===== src/rtl/seq_divider.sv =====
// Restoring shift-and-subtract divider, one quotient bit per clock, start/done handshake.
// Define SEQ_DIVIDER_SIGNED_EN to add the is_signed port and signed (RISC-V M) semantics.
module seq_divider #(
  parameter int WIDTH = 32
) (
  input  logic             clk,
  input  logic             reset,
  input  logic             start,
  input  logic [WIDTH-1:0] dividend,
  input  logic [WIDTH-1:0] divisor,
`ifdef SEQ_DIVIDER_SIGNED_EN
  input  logic             is_signed,
`endif
  output logic             busy,
  output logic             done,
  output logic [WIDTH-1:0] quotient,
  output logic [WIDTH-1:0] remainder,
  output logic             div_by_zero
);

  // state  | meaning
  // S_IDLE | waiting for start
  // S_RUN  | iterating, one quotient bit per clock
  // S_DONE | results valid, done pulse; start here is accepted

  localparam int CW = $clog2(WIDTH + 1);

  typedef enum logic [1:0] {S_IDLE, S_RUN, S_DONE} state_t;

  state_t state, state_nxt;

  logic [WIDTH-1:0] rem_r, dvd_r, dsr_r;
  logic [CW-1:0]    cnt;
  logic             neg_q, neg_r;

  logic             accept, dsr_zero, last;
  logic             sgn_a, sgn_b;
  logic [WIDTH-1:0] mag_a, mag_b;
  logic [WIDTH:0]   shifted, trial;
  logic             qbit;
  logic [WIDTH-1:0] rem_nxt, dvd_nxt, q_fin, r_fin;

  assign accept   = start && (state != S_RUN);
  assign dsr_zero = (divisor == '0);
  assign last     = (cnt == CW'(1));

`ifdef SEQ_DIVIDER_SIGNED_EN
  assign sgn_a = is_signed & dividend[WIDTH-1];
  assign sgn_b = is_signed & divisor[WIDTH-1];
`else
  assign sgn_a = 1'b0;
  assign sgn_b = 1'b0;
`endif

  // Most-negative / -1 falls out naturally: magnitude quotient is 2^(WIDTH-1), signs agree.
  assign mag_a = sgn_a ? (~dividend + 1'b1) : dividend;
  assign mag_b = sgn_b ? (~divisor + 1'b1) : divisor;

  // rem < divisor always, so the trial fits in WIDTH+1 bits and its MSB is the sign.
  assign shifted = {rem_r, dvd_r[WIDTH-1]};
  assign trial   = shifted - {1'b0, dsr_r};
  assign qbit    = ~trial[WIDTH];
  assign rem_nxt = qbit ? trial[WIDTH-1:0] : shifted[WIDTH-1:0];
  assign dvd_nxt = {dvd_r[WIDTH-2:0], qbit};
  assign q_fin   = neg_q ? (~dvd_nxt + 1'b1) : dvd_nxt;
  assign r_fin   = neg_r ? (~rem_nxt + 1'b1) : rem_nxt;

  always_ff @(posedge clk) begin
    if (reset) state <= S_IDLE;
    else       state <= state_nxt;
  end

  always_comb begin
    state_nxt = state;
    case (state)
      S_IDLE, S_DONE: begin
        if (accept) state_nxt = dsr_zero ? S_DONE : S_RUN;
        else        state_nxt = S_IDLE;
      end
      S_RUN:   if (last) state_nxt = S_DONE;
      default: state_nxt = S_IDLE;
    endcase
  end

  always_comb begin
    busy = (state == S_RUN);
    done = (state == S_DONE);
  end

  always_ff @(posedge clk) begin
    if (reset) begin
      rem_r       <= '0;
      dvd_r       <= '0;
      dsr_r       <= '0;
      cnt         <= '0;
      neg_q       <= 1'b0;
      neg_r       <= 1'b0;
      quotient    <= '0;
      remainder   <= '0;
      div_by_zero <= 1'b0;
    end else if (accept) begin
      if (dsr_zero) begin
        quotient    <= '1;
        remainder   <= dividend;
        div_by_zero <= 1'b1;
      end else begin
        quotient    <= '0;
        remainder   <= '0;
        div_by_zero <= 1'b0;
        rem_r       <= '0;
        dvd_r       <= mag_a;
        dsr_r       <= mag_b;
        cnt         <= CW'(WIDTH);
        neg_q       <= sgn_a ^ sgn_b;
        neg_r       <= sgn_a;
      end
    end else if (state == S_RUN) begin
      rem_r <= rem_nxt;
      dvd_r <= dvd_nxt;
      cnt   <= cnt - 1'b1;
      if (last) begin
        quotient  <= q_fin;
        remainder <= r_fin;
      end
    end
  end

endmodule


===== config.mk =====
export PLATFORM = sky130hd
export DESIGN_NAME = seq_divider
export DESIGN_NICKNAME = d
export VERILOG_FILES = /design/src/rtl/seq_divider.sv
export SDC_FILE = /design/constraint.sdc
export NUM_CORES = 1
export LEC_CHECK = 0
export ABC_AREA = 1
export CORE_AREA = 3 3 148 150
export CTS_CLUSTER_DIAMETER = 80
export DETAILED_ROUTE_END_ITERATION = 10
export DIE_AREA = 0 0 151 153
export PLACE_DENSITY = 0.77
export SYNTH_ARGS = -nofsm -noshare
export SYNTH_HDL_FRONTEND = slang
export SYNTH_SLANG_ARGS = --single-unit

===== constraint.sdc =====
create_clock -name clk -period 2.1 [get_ports clk]
set_input_delay 0.42 -clock clk [delete_from_list [all_inputs] [get_ports clk]]
set_output_delay 0.42 -clock clk [all_outputs]
set_load 0.01 [all_outputs]

* Yosys cells after proc, flatten, opt, wreduce, memory -nomap -nowiden
Index checks and enable logic that the tools add are counted.
Cells by class: $add $sub $neg 2, eq/ne operators 6, muxes and demuxes 23, bitwise logic cells 2, reductions and logical operators 9
Operators with widths (number):
- 32-bit 2-to-1 mux | 15
- 33-bit by 32-bit subtractor with 33-bit output | 1
- 32-bit logical NOT | 1
- 6-bit 2-to-1 mux | 3
- 6-bit by 1-bit equality test with 1-bit output (second input constant) | 1
- 2-bit 2-to-1 mux | 3
- 2-bit AND reduction | 3
- 6-bit by 1-bit subtractor with 6-bit output (second input constant) | 1
- 2-bit by 1-bit inequality test with 1-bit output (second input constant) | 2
- 2-bit one-hot mux with 2 select lines | 1
- 2-bit nonzero test | 2
- 2-bit by 1-bit equality test with 1-bit output (second input constant) | 1
- 2-bit equality test (second input constant) | 1
- 2-bit logical NOT | 1
- 2-bit inequality test (second input constant) | 1
- 1-bit inverter | 2
- 2-bit OR reduction | 1
- 1-bit logical AND | 1
- 1-bit 2-to-1 mux | 1
Storage, ports and cells: register bits after elaboration 169, bits of input ports 67, logic and storage cells 50

* Logic depth before layout (Yosys ltp)
depth in word-level cells 5, depth in mapped cells 18

* Least setup slack after synthesis
No wires, ideal clock.
path kind register -> register, from register dvd_r[31], to register rem_r[31], library setup time 124 ps, arrival 2134 ps, data required time 1976 ps, path slack -158 ps, stages on the path, launching flop included 19, path buffers 1, clock period less this slack 2258 ps, cell sequence dfxtp_1 -> inv_1 -> ha_1 -> fa_1 -> inv_1 -> nand2_1 -> nand2_1 -> nand3_2 -> nand2_4 -> nand2_4 -> nand2_4 -> nand2_8 -> nand2_4 -> nand2_4 -> nand2_4 -> buf_12 -> nand2_4 -> nand2_2 -> a21oi_2
On the way: word-level cells in the longest chain between the ends 4
RTL lines:
- start: declaration | RTL line 32 | logic [WIDTH-1:0] rem_r, dvd_r, dsr_r;
- start signal: assignment | RTL line 111 | dvd_r <= mag_a;
- start signal: assignment | RTL line 119 | dvd_r <= dvd_nxt;
- 33-bit by 32-bit subtractor with 33-bit output | RTL line 61 | assign trial = shifted - {1'b0, dsr_r};
- 32-bit 2-to-1 mux | RTL line 63 | assign rem_nxt = qbit ? trial[WIDTH-1:0] : shifted[WIDTH-1:0];
- 32-bit 2-to-1 mux | RTL line 117 | end else if (state == S_RUN) begin
- 32-bit 2-to-1 mux | RTL line 101 | end else if (accept) begin
- end signal: assignment | RTL line 118 | rem_r <= rem_nxt;
- end: declaration | RTL line 32
No other way between the ends. The select of a mux whose other input is x is not followed. A chain may end at the register's enable or synchronous reset.

* Final worst setup path
from register dvd_r[31], to register rem_r[29]
Same word-level chain as after synthesis.

==> metrics.md <==
| Metric | Value |
|---|---|
| Worst Path Class, Setup | reg -> reg |
| Clock network latency to the later pin of the worst-skew pair | 0.45 ns |
| Clk network pwr share | 16.7% |
| Antenna violations before repair | 1 |
| GPL Wtd Cong | 0.906 |
| Area growth from synthesis to layout | 47.9% |
| Maximum number of pins on one net before global-route repair | 75 |
| Inserted Clock Buffers | 17 |
| Detailed-route DRC error count | 0 |
| Worst Slack Setup Final | -0.422 ns |
| Setup skew after layout | 0.0152 ns |
| HP Class | in -> reg |
| Maximum resistive drop on vdd | 0.769 mV |
| I/O pin cnt | 134 |
| Half-perimeter wire length after placement | 23.9 mm |
| Area of the core | 20800 µm² |
| DIE AREA | 23100 µm² |
| Initial Util | 50.7% |
| Port Buf Inserts | 133 |
| Element type at the critical path end | register |
| Number of pins exceeding their max-slew limit in the final report | 0 |
| Simple-gate share of the synthesized area | 33.8% |
| Total power draw | 19.8 mW |
| Htree depth | 4 |
| First DRT Iteration DRCs | 1491 |
| Result of the run | complete, but fails checks |
| Vias in the first global route | 11200 |
| Post-Syn Nets | 1706 |
| Vias per std cell | 5.79 |
| Number of nets in the final layout | 1983 |
| TritonCTS Sinks | 169 |
| Remaining antenna violation count after routing | 0 |
| Compound-cell area share of the yosys netlist | 16.7% |
| Net Sw Frac | 46.8% |
| Crit share post-route | 120% |
| Count of distinct cell types in the synthesized netlist | 43 |
| Aggregate routed wire length | 42.3 mm |
| First-pass GRT wire length | 56.8 mm |
| Top achievable clock speed | 397 MHz |
| Number of cells produced by synthesis | 1604 |
| Number of diodes added for antenna fixing | 0 |
| Die X-Extent | 151 µm |
| Internal Dissipation | 10.5 mW |
| Clock tree from TritonCTS | done |
| Xor and xnor fraction of the mapped netlist area | 0.996% |
| Wire length per cell | 19.5 µm |
| Measured slew at the worst slew-check pin | 0.453 ns |
| Maximum buffer depth of the clock tree | 2 |
| Library cell used as clock root buffer | sky130_fd_sc_hd__clkbuf_16 |
| Failing checks | setup timing |
| RSZ-0062 raised after global routing | true |
| Sequential Power Share | 21.1% |
| Warnings from Yosys | 0 |
| Final standard cell count with taps included and fillers excluded | 2169 |
| Tmin final | 2.52 ns |
| Overall die height | 153 µm |
| Main combinational cell family by area after synthesis | simple AND/OR/NAND/NOR gates |
| Gr ovfl total | 0 |
| Final count of negative-setup-slack endpoints | 73 |
| Power spent charging and discharging nets | 9.25 mW |
| Normalized max-slew margin | 69.8% |
| Multiplexer share of the synthesized area | 0% |
| Design Area, Final | 15600 µm² |
| Vias post-DR | 12600 |
| Crit path required time | 2.48 ns |
| Max capacitance violation total | 0 |
| Core Util, Final | 75.0% |
| R2R setup slack | -0.42 ns |
| Filler cell count | 1392 |
| Portion of total power attributed to combinational logic | 62.2% |
| Worst path arrival time | 2.90 ns |
| Combined area of all synthesized cells | 10600 µm² |
| Sequential element share of the synthesized area | 32.1% |
| Count of state elements after synthesis | 169 |
| Leakage power total | 7.51 nW |
| Primary FF master, synth | sky130_fd_sc_hd__dfxtp_1 |
| Synthesized-area fraction occupied by adder cells | 4.22% |
| Number of optimization iterations in the first detailed-route pass | 6 |
| Register clock-pin slew on the reported worst setup and hold paths | 0.07 ns |
| Std cell rows | 53 |
| Fraction of final layout cells with drive strength greater than 1 | 26.3% |
| Total power divided by cell area | 1270 nW/µm² |
| Cell total after placement | 2101 |
| Proportion of register bits with asynchronous set or reset after synthesis | 0% |
| Syn avg cell area | 6.58 µm² |
| Critical path startpoint category | register |
| Gr usage total | 30.5% |
| Hold Fails Final Rpt | 0 |
| Maximum fanout along the worst path | 4 |
| Number of synthesized flops with an enable pin | 0 |
| Cell area after placement | 13300 µm² |
==> registers in the layout, indices dropped and copies added, names as in the netlist <==
| register | count |
|---|---|
| state | 2 |
| rem_r | 32 |
| div_by_zero | 1 |
| remainder | 32 |
| dvd_r | 32 |
| quotient | 32 |
| cnt | 6 |
| dsr_r | 32 |
==> layout by cell type (no fill, tap or decap), types with 11 or more instances in the layout <==
master and count:
sky130_fd_sc_hd__a21oi_1 59, sky130_fd_sc_hd__a21oi_2 59, sky130_fd_sc_hd__a31oi_1 62, sky130_fd_sc_hd__buf_12 22
sky130_fd_sc_hd__buf_4 148, sky130_fd_sc_hd__buf_6 14, sky130_fd_sc_hd__clkbuf_16 30, sky130_fd_sc_hd__clkdlybuf4s50_1 122
sky130_fd_sc_hd__dfxtp_1 162, sky130_fd_sc_hd__ha_1 19, sky130_fd_sc_hd__ha_4 15, sky130_fd_sc_hd__inv_1 215
sky130_fd_sc_hd__inv_2 17, sky130_fd_sc_hd__nand2_1 411, sky130_fd_sc_hd__nand2_2 32, sky130_fd_sc_hd__nand2_4 39
sky130_fd_sc_hd__nand3_1 57, sky130_fd_sc_hd__nand3_2 27, sky130_fd_sc_hd__nand3_4 26, sky130_fd_sc_hd__nor2_1 107
sky130_fd_sc_hd__nor2_2 11, sky130_fd_sc_hd__o21ai_0 96, sky130_fd_sc_hd__o21ai_1 30
==> layout make-up <==
type                       instances  area (µm²)  share of cell area (%)
multi-input combinational       1123        6870                    44.0
timing repair buffer             334        3500                    22.5
sequential                       169        3390                    21.7
inverter                         236         900                    5.76
clock buffer                      17         425                    2.73
tap                              275         344                    2.20
clock inverter                    15         175                    1.12
==> stage by stage <==
stage | TNS [ns] | setup WS (ns) | hold slack [ns]
3_3_place_gp | -89.04 | -0.619 | 0.445
6_report | -17.20 | -0.422 | 0.328
4_1_cts | -8.27 | -0.161 | 0.460
2_1_floorplan | -1.91 | -0.0639 | 0.433
5_1_grt | -22.26 | -0.488 | 0.353
3_5_place_dp | -96.52 | -0.695 | 0.453
==> critical path, stage by stage, from the launching register on <==
cell                      delay [ns]
sky130_fd_sc_hd__dfxtp_2        0.34
sky130_fd_sc_hd__inv_2          0.06
sky130_fd_sc_hd__ha_4           0.16
sky130_fd_sc_hd__buf_4          0.12
sky130_fd_sc_hd__buf_4          0.12
sky130_fd_sc_hd__inv_1          0.12
sky130_fd_sc_hd__nand3_1        0.17
sky130_fd_sc_hd__nand2_1        0.20
sky130_fd_sc_hd__nand2_1        0.09
sky130_fd_sc_hd__nand2_1        0.12
sky130_fd_sc_hd__nand2_1        0.11
sky130_fd_sc_hd__nand2_1        0.15
sky130_fd_sc_hd__nand2_1        0.12
sky130_fd_sc_hd__nand2_1        0.10
sky130_fd_sc_hd__nand2_1        0.06
sky130_fd_sc_hd__nand2_1        0.05
sky130_fd_sc_hd__inv_1          0.07
sky130_fd_sc_hd__nand2_4        0.09
sky130_fd_sc_hd__nand2_4        0.06
sky130_fd_sc_hd__a21oi_2        0.13
==> worst paths after layout <==
kind,from,end,depth (start not counted)
max reg2reg,dvd_r[31],rem_r[29],19
max,dvd_r[31],rem_r[29],19
min,divisor[23],dsr_r[23],3
min reg2reg,cnt[5],cnt[5],2
==> power by group through the flow <==
stage	registers, mW	clock network, mW	logic [mW]
2_1_floorplan	4.08	0	5.88
3_3_place_gp	4.11	0	8.95
3_5_place_dp	4.11	0	9.10
4_1_cts	4.07	3.27	10.4
5_1_grt	4.19	3.43	13.1
6_report	4.17	3.31	12.3
==> synthesized netlist by cell type (9+ instances only) <==
cell                         n  area, µm²
sky130_fd_sc_hd__o21ai_0   116        581
sky130_fd_sc_hd__nand4_1    10       62.6
sky130_fd_sc_hd__a21oi_1   103        515
sky130_fd_sc_hd__nand3_2    24        240
sky130_fd_sc_hd__nor2_1    115        432
sky130_fd_sc_hd__a31oi_1    62        388
sky130_fd_sc_hd__ha_1       34        425
sky130_fd_sc_hd__nand3_1    84        420
sky130_fd_sc_hd__o21ai_1    12       60.1
sky130_fd_sc_hd__a21oi_2    15        131
sky130_fd_sc_hd__nand2_2    26        163
sky130_fd_sc_hd__inv_2      11       41.3
sky130_fd_sc_hd__inv_1     222        833
sky130_fd_sc_hd__nand2_1   433       1630
sky130_fd_sc_hd__clkbuf_1   43        161
sky130_fd_sc_hd__nand3b_1    9       67.6
sky130_fd_sc_hd__buf_2      19       95.1
sky130_fd_sc_hd__dfxtp_1   169       3380
sky130_fd_sc_hd__nand2_4    28        315
==> what timing repair did <==
action                     in CTS  in global routing
gates resized for setup       116                138
hold buffers                    0                  0
pin swaps                      40                 30
setup endpoints to repair     169                135
setup buffers                   8                  6
cloned                          5                 17
hold endpoints to repair        0                  0
==> cells by family (layout without fill, tap and decap cells) <==
kind of cell               Yosys count  after routing
adders and majority gates           35             35
buffers and inverters              314            602
xor gates and xnor gates            12             12
and+or+nand+nor                    758            760
AOI/OAI and AO/OA                  316            316
DFF                                169            169
==> routing by layer <==
| metal | global-route usage [%] | part of all wire, % | routed length, µm | vias up |
|---|---|---|---|---|
| met2 | 51.4 | 47 | 19800 | 864 |
| met5 | 0 | 0.031 | 13 | - |
| met3 | 5.54 | 10 | 4390 | 259 |
| met1 | 39.4 | 36 | 15300 | 5742 |
| li1 | - | - | - | 5696 |
| met4 | 9.63 | 6.5 | 2770 | 2 |
(Power assumes the default switching activity.)
